===== src/rtl/uart_frame_responder.sv =====
// Receive-side UART command parser: turns AA/BB byte frames into register-file
// writes and reads and queues the response byte (ACK or read data) into the TX FIFO.
module uart_frame_responder #(
   parameter int                   WIDTH_REG   = 8,
   parameter int                   ADDR_W      = 4,
   parameter logic [WIDTH_REG-1:0] CMD_WR      = 8'hAA,
   parameter logic [WIDTH_REG-1:0] CMD_RD      = 8'hBB,
   parameter logic [WIDTH_REG-1:0] ACK_BYTE    = 8'h5A,
   parameter int                   TIMEOUT_CYC = 1024
) (
   input  logic                 clk,
   input  logic                 reset,
   input  logic [WIDTH_REG-1:0] i_rx_data,
   input  logic                 i_rx_valid,
   input  logic                 i_par_err,
   input  logic                 i_stp_err,
   output logic [ADDR_W-1:0]    o_rf_addr,
   output logic                 o_rf_wr_en,
   output logic [WIDTH_REG-1:0] o_rf_wr_data,
   output logic                 o_rf_rd_en,
   input  logic [WIDTH_REG-1:0] i_rf_rd_data,
   input  logic                 i_rf_rd_valid,
   output logic [WIDTH_REG-1:0] o_fifo_wr_data,
   output logic                 o_fifo_wr_en,
   input  logic                 i_fifo_full,
   output logic                 o_frame_err,
   output logic                 o_timeout
);

   localparam int                 CNT_W   = (TIMEOUT_CYC > 1) ? $clog2(TIMEOUT_CYC) : 1;
   localparam logic [CNT_W-1:0]   CNT_MAX = CNT_W'(TIMEOUT_CYC - 1);

   typedef enum logic [2:0] {
      S_IDLE,
      S_WR_ADDR,
      S_WR_DATA,
      S_RD_ADDR,
      S_RD_WAIT,
      S_RESP
   } state_t;

   state_t               state;
   logic [CNT_W-1:0]     cnt;
   logic [WIDTH_REG-1:0] resp;
   logic                 rx_err;
   logic                 rx_ok;
   logic                 expired;

   assign rx_err  = i_rx_valid & (i_par_err | i_stp_err);
   assign rx_ok   = i_rx_valid & ~(i_par_err | i_stp_err);
   assign expired = (cnt == CNT_MAX);

   // NOTE: every register here is state, so all assignments are non-blocking;
   // blocking ones would make later reads in this block see the new value.
   always_ff @(posedge clk or posedge reset) begin
      if (reset) begin
         state          <= S_IDLE;
         cnt            <= '0;
         resp           <= '0;
         o_rf_addr      <= '0;
         o_rf_wr_en     <= 1'b0;
         o_rf_wr_data   <= '0;
         o_rf_rd_en     <= 1'b0;
         o_fifo_wr_data <= '0;
         o_fifo_wr_en   <= 1'b0;
         o_frame_err    <= 1'b0;
         o_timeout      <= 1'b0;
      end else begin
         // Strobes default low so each one lasts exactly one clock.
         o_rf_wr_en   <= 1'b0;
         o_rf_rd_en   <= 1'b0;
         o_fifo_wr_en <= 1'b0;
         o_frame_err  <= 1'b0;
         o_timeout    <= 1'b0;

         case (state)
            S_IDLE: begin
               if (rx_err) begin
                  o_frame_err <= 1'b1;
               end else if (rx_ok && i_rx_data == CMD_WR) begin
                  state <= S_WR_ADDR;
                  cnt   <= '0;
               end else if (rx_ok && i_rx_data == CMD_RD) begin
                  state <= S_RD_ADDR;
                  cnt   <= '0;
               end
            end

            S_WR_ADDR: begin
               if (rx_err) begin
                  o_frame_err <= 1'b1;
                  state       <= S_IDLE;
               end else if (rx_ok) begin
                  o_rf_addr <= i_rx_data[ADDR_W-1:0];
                  cnt       <= '0;
                  state     <= S_WR_DATA;
               end else if (expired) begin
                  o_timeout <= 1'b1;
                  state     <= S_IDLE;
               end else begin
                  cnt <= cnt + CNT_W'(1);
               end
            end

            S_WR_DATA: begin
               if (rx_err) begin
                  o_frame_err <= 1'b1;
                  state       <= S_IDLE;
               end else if (rx_ok) begin
                  o_rf_wr_data <= i_rx_data;
                  o_rf_wr_en   <= 1'b1;
                  resp         <= ACK_BYTE;
                  state        <= S_RESP;
               end else if (expired) begin
                  o_timeout <= 1'b1;
                  state     <= S_IDLE;
               end else begin
                  cnt <= cnt + CNT_W'(1);
               end
            end

            S_RD_ADDR: begin
               if (rx_err) begin
                  o_frame_err <= 1'b1;
                  state       <= S_IDLE;
               end else if (rx_ok) begin
                  o_rf_addr  <= i_rx_data[ADDR_W-1:0];
                  o_rf_rd_en <= 1'b1;
                  state      <= S_RD_WAIT;
               end else if (expired) begin
                  o_timeout <= 1'b1;
                  state     <= S_IDLE;
               end else begin
                  cnt <= cnt + CNT_W'(1);
               end
            end

            // Push straight from here when the FIFO has room to keep the
            // read-valid to push latency at one clock.
            S_RD_WAIT: begin
               if (i_rf_rd_valid) begin
                  resp <= i_rf_rd_data;
                  if (!i_fifo_full) begin
                     o_fifo_wr_data <= i_rf_rd_data;
                     o_fifo_wr_en   <= 1'b1;
                     state          <= S_IDLE;
                  end else begin
                     state <= S_RESP;
                  end
               end
            end

            S_RESP: begin
               if (!i_fifo_full) begin
                  o_fifo_wr_data <= resp;
                  o_fifo_wr_en   <= 1'b1;
                  state          <= S_IDLE;
               end
            end

            default: state <= S_IDLE;
         endcase
      end
   end

endmodule


===== config.mk =====
export PLATFORM = sky130hd
export DESIGN_NAME = uart_frame_responder
export DESIGN_NICKNAME = d
export VERILOG_FILES = /design/src/rtl/uart_frame_responder.sv
export SDC_FILE = /design/constraint.sdc
export NUM_CORES = 1
export LEC_CHECK = 0
export ABC_CLOCK_PERIOD_IN_PS = 4500
export CORE_MARGIN = 2
export CORE_UTILIZATION = 54
export DETAILED_ROUTE_END_ITERATION = 6
export MAX_ROUTING_LAYER = met4
export PLACE_DENSITY = 0.95
export RECOVER_POWER = 50
export SYNTH_ARGS = -nofsm -noshare
export SYNTH_HDL_FRONTEND = slang
export SYNTH_SLANG_ARGS = --single-unit
export TNS_END_PERCENT = 5

===== constraint.sdc =====
create_clock -name clk -period 4.5 [get_ports clk]
set_clock_uncertainty 0.15 [all_clocks]
set_input_delay 1.125 -clock clk [delete_from_list [all_inputs] [get_ports clk]]
set_output_delay 1.125 -clock clk [all_outputs]
set_load 0.02 [all_outputs]

Yosys cells after proc, flatten, opt, wreduce, memory -nomap -nowiden

Cells that the tools add are included.

Flip-flop bits (word level): 46
Bits in latches: 0
RAM bits: 0
Memory bits (read-only): 0
Output and inout port bits: 25
Memories: 0

$add $sub $neg: 1
$mul: 0
Divide/modulo/power cells: 0
$lt $le $gt $ge: 0
Equal/unequal tests: 18
Shifts and indexed selects: 0
Multiplexer cells: 44
Bitwise gates (word level): 5
Reduce and logical (&&, ||, !) cells: 16

Operators with widths:

| cell                                                | count |
|---|---|
| two-way mux 10 bit                                  | 8 |
| two-way mux 8 bit                                   | 6 |
| two-way mux 3 bit                                   | 13 |
| case mux 8 bit (2 select lines)                     | 2 |
| case mux 10 bit (3 select lines)                    | 1 |
| inequality test 2 bit, second input constant        | 9 |
| case mux 3 bit (6 select lines)                     | 1 |
| equality test 8 bit, second input constant          | 2 |
| two-way mux 1 bit                                   | 12 |
| AND reduction 4 bit                                 | 3 |
| adder 10 x 1 -> 10 bit, second input constant       | 1 |
| equality test 10 bit, second input constant         | 1 |
| equality test 3 x 2 -> 1 bit, second input constant | 2 |
| equality test 3 bit, second input constant          | 2 |
| AND reduction 3 bit                                 | 2 |
| AND reduction 6 bit                                 | 1 |
| nonzero test 2 bit                                  | 2 |
| OR reduction 2 bit                                  | 2 |
| OR reduction 4 bit                                  | 1 |
| equality test 3 x 1 -> 1 bit, second input constant | 1 |
| logical NOT 3 bit                                   | 1 |
| inequality test 3 bit, second input constant        | 1 |
| nonzero test 3 bit                                  | 1 |
| OR reduction 3 bit                                  | 1 |
| other kinds (5)                                     | 8 |

Longest topological paths before layout

Gate-level depths: netlist of the first run.

Depth in word-level cells: 8
Gate-level depth with buffers: 7

Least setup slack after synthesis of the first run

Ideal clock, no wire load.

Kind: input-to-reg
Start point: in i_stp_err
End point: reg cnt[1]
Data arrival time: 2.574 ns
Data required time: 4.228 ns
Setup slack: 1.654 ns
Cell stages on the path: 5
Path buffers: 0
Path through: or3b_1 > or4_4 > a21boi_4 > nand2_1 > a32o_1

Cells in the longest elaborated chain, start to end: 7

RTL lines:

| item                             | RTL line | RTL |
|---|---|---|
| start, declared                  | 16       | `input logic i_stp_err,` |
| OR 1 bit (*)                     | 49, 50   |  |
| inverter 1 bit                   | 50       | `assign rx_ok = i_rx_valid & ~(i_par_err \| i_stp_err);` |
| bitwise AND 1 bit                | 50       |  |
| logical AND 1 bit                | 80       | `end else if (rx_ok && i_rx_data == CMD_WR) begin` |
| two-way mux 10 bit               | 80       |  |
| two-way mux 10 bit               | 78       | `if (rx_err) begin` |
| case mux 10 bit (3 select lines) | 76       | `case (state)` |
| end signal, assigned             | 101      | `cnt <= cnt + CNT_W'(1);` |
| end signal, assigned             | 118      | `cnt <= cnt + CNT_W'(1);` |
| end signal, assigned             | 134      | `cnt <= cnt + CNT_W'(1);` |
| end, declared                    | 43       | `logic [CNT_W-1:0] cnt;` |

Every way passes the cells marked *; elsewhere a longest branch is shown, timed or not. The select of a mux whose other input is x is not followed.
A chain may end at the register's enable or synchronous reset.

Final worst setup path of the first run

Start point: in i_rx_valid
End point: reg cnt[1]

Cells in the longest elaborated chain, start to end: 5

RTL lines:

| item                             | RTL line | RTL |
|---|---|---|
| start, declared                  | 14       | `input logic i_rx_valid,` |
| bitwise AND 1 bit                | 50       |  |
| logical AND 1 bit                | 80       |  |
| two-way mux 10 bit               | 80       |  |
| two-way mux 10 bit               | 78       |  |
| case mux 10 bit (3 select lines) | 76       |  |

Several ways; a longest one is shown, not always the timed one. The select of a mux whose other input is x is not followed.

==> metrics.csv, run 1 <==
metric,value,unit
routed length per instance,15.8,um
ant diodes,0,
"EDFF count, synth",0,
I/O pin total,48,
Detail Placement HPWL,3420,um
actual slew at the worst max-slew pin,696,ps
maximum fanout along the worst path,9,
"commonest non-fill, non-tap cells in the layout","dfrtp_1, clkdlybuf4s50_1, nand2_1",
critical path class,in -> reg,
"commonest non-fill, non-tap cell in the layout",dfrtp_1,
"Slew Viols, Final",0,
CP endpoint kind,flip-flop,
largest net degree at the start of global routing,47,
cells after synthesis,201,
Placed Cells incl. Taps,291,
first drt pass iteration count,4,
cell family with most CP delay,simple AND/OR/NAND/NOR gates,
CP peak stage delay,650,ps
vias in the first global route,1756,
row count,22,
die footprint,4520,um2
all-layer global routing usage,0.251,
PD cells,506,nW/um2
initial antenna violation count,0,
syn nets,225,
maximum level of the CTS H-tree,2,
vias post-DR,1759,
Placer Congestion,0.857,
gr ovfl total,0,
worst endpoint required time,4550,ps
# DRC,0,
Routed WL,4720,um
post-CTS setup buffers,0,
Final period util,0.733,
CP max-delay cell,dlygate4sd3_1,
Multi-input gate area,941,um2
clk buf depth,2,
global-route wire length before repair,8010,um
Tightest Hold Check Type,reg -> reg,
CTS Sinks,46,
total CTS buffers,5,
# hold bufs at CTS,0,
max_slew headroom,0.530,
final setup fails,0,
Unique masters post-synth,46,
status,finished clean,
Buf/Inv on CP,1,
clock-pin slew on the worst setup and hold paths,90,ps
Reg area,1150,um2
Die Width,67.2,um
CTS tree,built,
"Primary FF master, synth",dfrtp_1,
die extent in y,67.2,um
min Tclk post-route,3300,ps
final net count,274,
Pleak,0.00127,uW
crit start category,input port,
register area share after synthesis,0.533,
Max Clk Rate,303,MHz
Root Driver,clkbuf_8,
Worst-Skew Late Latency,300,ps
share of layout cells above drive strength 1,0.108,
Area Overhead vs Synth,27.3,%
ANT nets after route,0,
"Hold Vio Cnt, Final",0,
drt initial violations,90,
critical-path cell list,dlygate4sd3_1 > or3b_1 > or4_4 > a21boi_4 > nand2_1 > a32o_1,
asr flop ratio synth,1.00,
Peak VDD IR,0.000360,V
RSZ-0062 raised after global routing,no,
post-CTS resize count,0,
max-cap violation count,0,
fin cells,299,
critical path arrival,3340,ps
starting density of the core,0.577,
synthesized cell area,2160,um2
PortBufs,47,
Core Box Area,3740,um2
Avg Inst Size Synth,10.7,um2
yosys warns,0,
total negative slack,0,ps
synthesis-stage register bit count,46,
vias per inst,5.88,
# fillers,266,
WHS,339,ps
## state kept, by name (all words and copies together) (netlist names), 3 cells and up
register        flops
o_rf_wr_data        8
cnt                10
state               3
o_fifo_wr_data      8
o_rf_addr           4
resp                8
## cell type report
cell class                      instances  share of cell area
Multi-Input combinational cell        143               0.342
Clock inverter                          2             0.00455
Sequential cell                        46               0.419
Tap cell                               48              0.0219
Inverter                                6             0.00820
Clock buffer                            6              0.0301
Timing Repair Buffer                   48               0.174
## logic make-up (layout without fill, tap and decap cells)
logic type	Yosys count	after routing	share of synthesized area
and+or+nand+nor	70	70	0.165
AOI/OAI and AO/OA	51	51	0.161
DFF	46	46	0.533
muxes	20	20	0.0997
buffers and inverters	12	62	0.0307
adders and majority gates	1	1	0.00580
xor gates and xnor gates	1	1	0.00406
## synthesized netlist by cell type (2+ instances only)
| master | count | area [um2] |
|---|---|---|
| nor2_1 | 9 | 33.8 |
| nand2_1 | 28 | 105 |
| mux2i_1 | 8 | 80.1 |
| nor3_1 | 4 | 20.0 |
| nand3_1 | 8 | 40.0 |
| dfrtp_1 | 46 | 1150 |
| a31oi_1 | 4 | 25.0 |
| o22a_1 | 4 | 35.0 |
| mux2_2 | 12 | 135 |
| nand4_1 | 2 | 12.5 |
| nor3b_1 | 2 | 15.0 |
| and4_1 | 2 | 17.5 |
| a21oi_1 | 10 | 50.1 |
| o21ai_0 | 15 | 75.1 |
| buf_6 | 2 | 22.5 |
| a22o_1 | 4 | 35.0 |
| inv_1 | 6 | 22.5 |
| nand2b_1 | 3 | 18.8 |
| or2b_1 | 2 | 15.0 |
| and3_1 | 3 | 18.8 |
| o22ai_1 | 2 | 12.5 |
## power by group
| group | switching (uW) | internal, uW | total, uW |
|---|---|---|---|
| clock network | 139 | 123 | 263 |
| registers | 84.2 | 534 | 618 |
| logic | 257 | 254 | 511 |
| total | 480 | 911 | 1390 |
## layer usage
metal  routed length [um]  GRT usage
met5                    0          -
met4                   77     0.0918
met3                  323     0.0800
met2                 2350      0.415
met1                 1970      0.286
## tightest hold or removal path, cell delays in order (launching register included)
cell	delay, ps
dfrtp_1	350
nand2_1	50
o21ai_0	60
## worst paths after layout
check,startpoint,to,slack (ps),depth (start not counted)
setup / recovery,i_rx_valid,cnt[1],1200,6
setup reg to reg,state[2],o_rf_wr_data[0],2220,3
hold reg to reg,o_fifo_wr_data[7],o_fifo_wr_data[7],340,2
hold / removal,o_fifo_wr_data[7],o_fifo_wr_data[7],340,2
min in group asynchronous,reset,resp[4],1250,3
max in group asynchronous,reset,o_frame_err,2550,3
## metrics by stage
| stage | utilization | setup WS (ps) | power [uW] | cell area (um2) |
|---|---|---|---|---|
| finish | 0.734 | 1200 | 1390 | 2750 |
| CTS | 0.734 | 1300 | 1400 | 2750 |
| detailed placement | 0.709 | 965 | 1140 | 2650 |
| global route | 0.734 | 1120 | 1480 | 2750 |
| floorplan | - | 1650 | 918 | 2160 |
| global placement | 0.709 | 1030 | 1110 | 2650 |
No activity file was read; power rests on OpenSTA's default activity.
==> run 2, diff against run 1 <==
- ABC_CLOCK_PERIOD_IN_PS: 4500 -> 3460
- CORE_UTILIZATION: 54 -> 50
- PLACE_DENSITY: 0.95 -> 0.9
- clock period: 4.5 -> 3.46 ns (I/O delays scaled with it)
==> run 2 against run 1 <==
Net effect: first-iteration DRC count grew 66%; largest cell class unchanged; largest power group unchanged; core utilization decreased by 5.6 points; sequential cell count unchanged; critical endpoint unchanged; sequential share of layout area down 0.32 points; sequential power grew 30%; via count down 3.6%; global-route usage shrank 3.6 points; routed wire length is 3.5% lower.
==> metrics.csv, run 2 (synthesized netlist as in run 1, its figures left out) <==
metric,value,unit,change
CTS tree,built,,unchanged
"Slew Viols, Final",0,,unchanged
largest net degree at the start of global routing,47,,unchanged
Worst-Skew Late Latency,300,ps,about the same
WHS Path Cells,2,,unchanged
vias post-DR,1695,,"was 1,759"
vias in the first global route,1764,,"was 1,756"
# DRC,0,,unchanged
maximum fanout along the worst path,9,,unchanged
# hold bufs at CTS,0,,unchanged
CTS Sinks,46,,unchanged
CP Capture Point,cnt[1],,unchanged
Final period util,0.844,,
initial antenna violation count,0,,unchanged
die extent in y,69.7,um,was 67.2 um
global-route wire length before repair,8170,um,was 8010 um
share of layout cells above drive strength 1,0.107,,was 0.108
clk buf depth,2,,unchanged
Placer Congestion,0.873,,was 0.857
final net count,276,,was 274
critical-path cell list,dlygate4sd3_1 > or3b_1 > or4_4 > a21boi_4 > nand2_1 > a32o_1,,unchanged
final setup fails,0,,unchanged
Multi-input gate area,941,um2,unchanged
CP max-delay cell,or4_4,,was dlygate4sd3_1
drt initial violations,149,,was 90
Tightest Hold Check Type,reg -> reg,,unchanged
post-CTS setup buffers,0,,unchanged
row count,23,,was 22
Detail Placement HPWL,3270,um,was 3420 um
# fillers,311,,was 266
CP peak stage delay,580,ps,was 650 ps
worst r2r src,cnt[5],,was state[2]
Routed WL,4560,um,was 4720 um
max reg flops,10,,unchanged
starting density of the core,0.528,,was 0.577
I/O pin total,48,,unchanged
Reg area,1150,um2,unchanged
crit start category,input port,,unchanged
"Hold Vio Cnt, Final",0,,unchanged
crit path from,i_rx_valid,,unchanged
Core Box Area,4090,um2,was 3740 um2
gr ovfl total,0,,unchanged
die footprint,4860,um2,was 4520 um2
vias per inst,5.59,,was 5.88
Die Width,69.7,um,was 67.2 um
total CTS buffers,5,,unchanged
Reg with most FFs,cnt,,unchanged
min Tclk post-route,2920,ps,
actual slew at the worst max-slew pin,1110,ps,was 696 ps
ant diodes,0,,unchanged
routed length per instance,15.0,um,was 15.8 um
worst endpoint required time,3510,ps,was 4550 ps
Peak VDD IR,0.000438,V,was 0.000360 V
CP endpoint kind,flip-flop,,unchanged
first drt pass iteration count,4,,unchanged
RSZ-0062 raised after global routing,no,,unchanged
Reg2Reg Setup Slack,1400,ps,was 2220 ps
fin cells,303,,was 299
Area Overhead vs Synth,28.3,%,was 27.3%
critical path class,in -> reg,,unchanged
"commonest non-fill, non-tap cells in the layout","dfrtp_1, clkdlybuf4s50_1, nand2_1",,unchanged
all-layer global routing usage,0.215,,was 0.251
status,finished clean,,unchanged
max-cap violation count,0,,unchanged
PortBufs,47,,unchanged
R2R Path End,cnt[7],,was o_rf_wr_data[0]
max_slew headroom,0.263,,was 0.530
Pleak,0.00127,uW,about the same
Root Driver,clkbuf_8,,unchanged
maximum level of the CTS H-tree,2,,unchanged
clock-pin slew on the worst setup and hold paths,90,ps,about the same
post-CTS resize count,0,,unchanged
ANT nets after route,0,,unchanged
Max Clk Rate,342,MHz,
Placed Cells incl. Taps,295,,was 291
"commonest non-fill, non-tap cell in the layout",dfrtp_1,,unchanged
cells on worst reg2reg path,5,,was 3
critical path arrival,2970,ps,was 3340 ps
total negative slack,0,ps,unchanged
PD cells,672,nW/um2,was 506 nW/um2
==> run 2: metrics by stage <==
| stage | setup WS (ps) | total power, uW | hold WS [ps] | utilization | instance area [um2] |
|---|---|---|---|---|---|
| finish | 540 | 1860 | 342 | 0.678 | 2770 |
| global route | 464 | 1960 | 366 | 0.678 | 2770 |
| CTS | 588 | 1870 | 350 | 0.680 | 2780 |
| detailed placement | 264 | 1480 | 328 | 0.653 | 2670 |
| global placement | 330 | 1450 | 312 | 0.653 | 2670 |
| floorplan | 874 | 1190 | 307 | - | 2160 |
==> run 2: critical path: cells and delay by family <==
family	cells	cell delay, ps
simple gates	3	1030
buf+inv	1	550
compound gates	2	510
==> run 2: how the worst min path moves through the flow <==
stage,from,end,slack [ps]
global placement,o_fifo_wr_data[0],o_fifo_wr_data[0],310
finish,o_fifo_wr_data[3],o_fifo_wr_data[3],340
detailed placement,o_fifo_wr_data[7],o_fifo_wr_data[7],330
CTS,o_fifo_wr_data[3],o_fifo_wr_data[3],350
floorplan,cnt[4],cnt[4],310
global route,o_rf_wr_data[6],o_rf_wr_data[6],370
==> run 2: power by group <==
| part | switching, uW | leakage [uW] | internal (uW) |
|---|---|---|---|
| logic | 330 | 0.000600 | 331 |
| registers | 110 | 0.000615 | 695 |
| clock network | 181 | 0.0000579 | 213 |
| total | 621 | 0.00127 | 1240 |
==> run 2: layer usage <==
layer | global-route usage | wire, um
met1 | 0.268 | 2000
met2 | 0.344 | 2220
met3 | 0.0654 | 303
met4 | 0.0598 | 42
met5 | - | 0
==> run 2: layout make-up <==
class,instances,area share
clock buffers,5,0.0249
clock inverters,3,0.0145
inverters,6,0.00813
multi-input cells,143,0.340
flip-flops and latches,46,0.416
well taps,50,0.0226
repair buffers,50,0.174
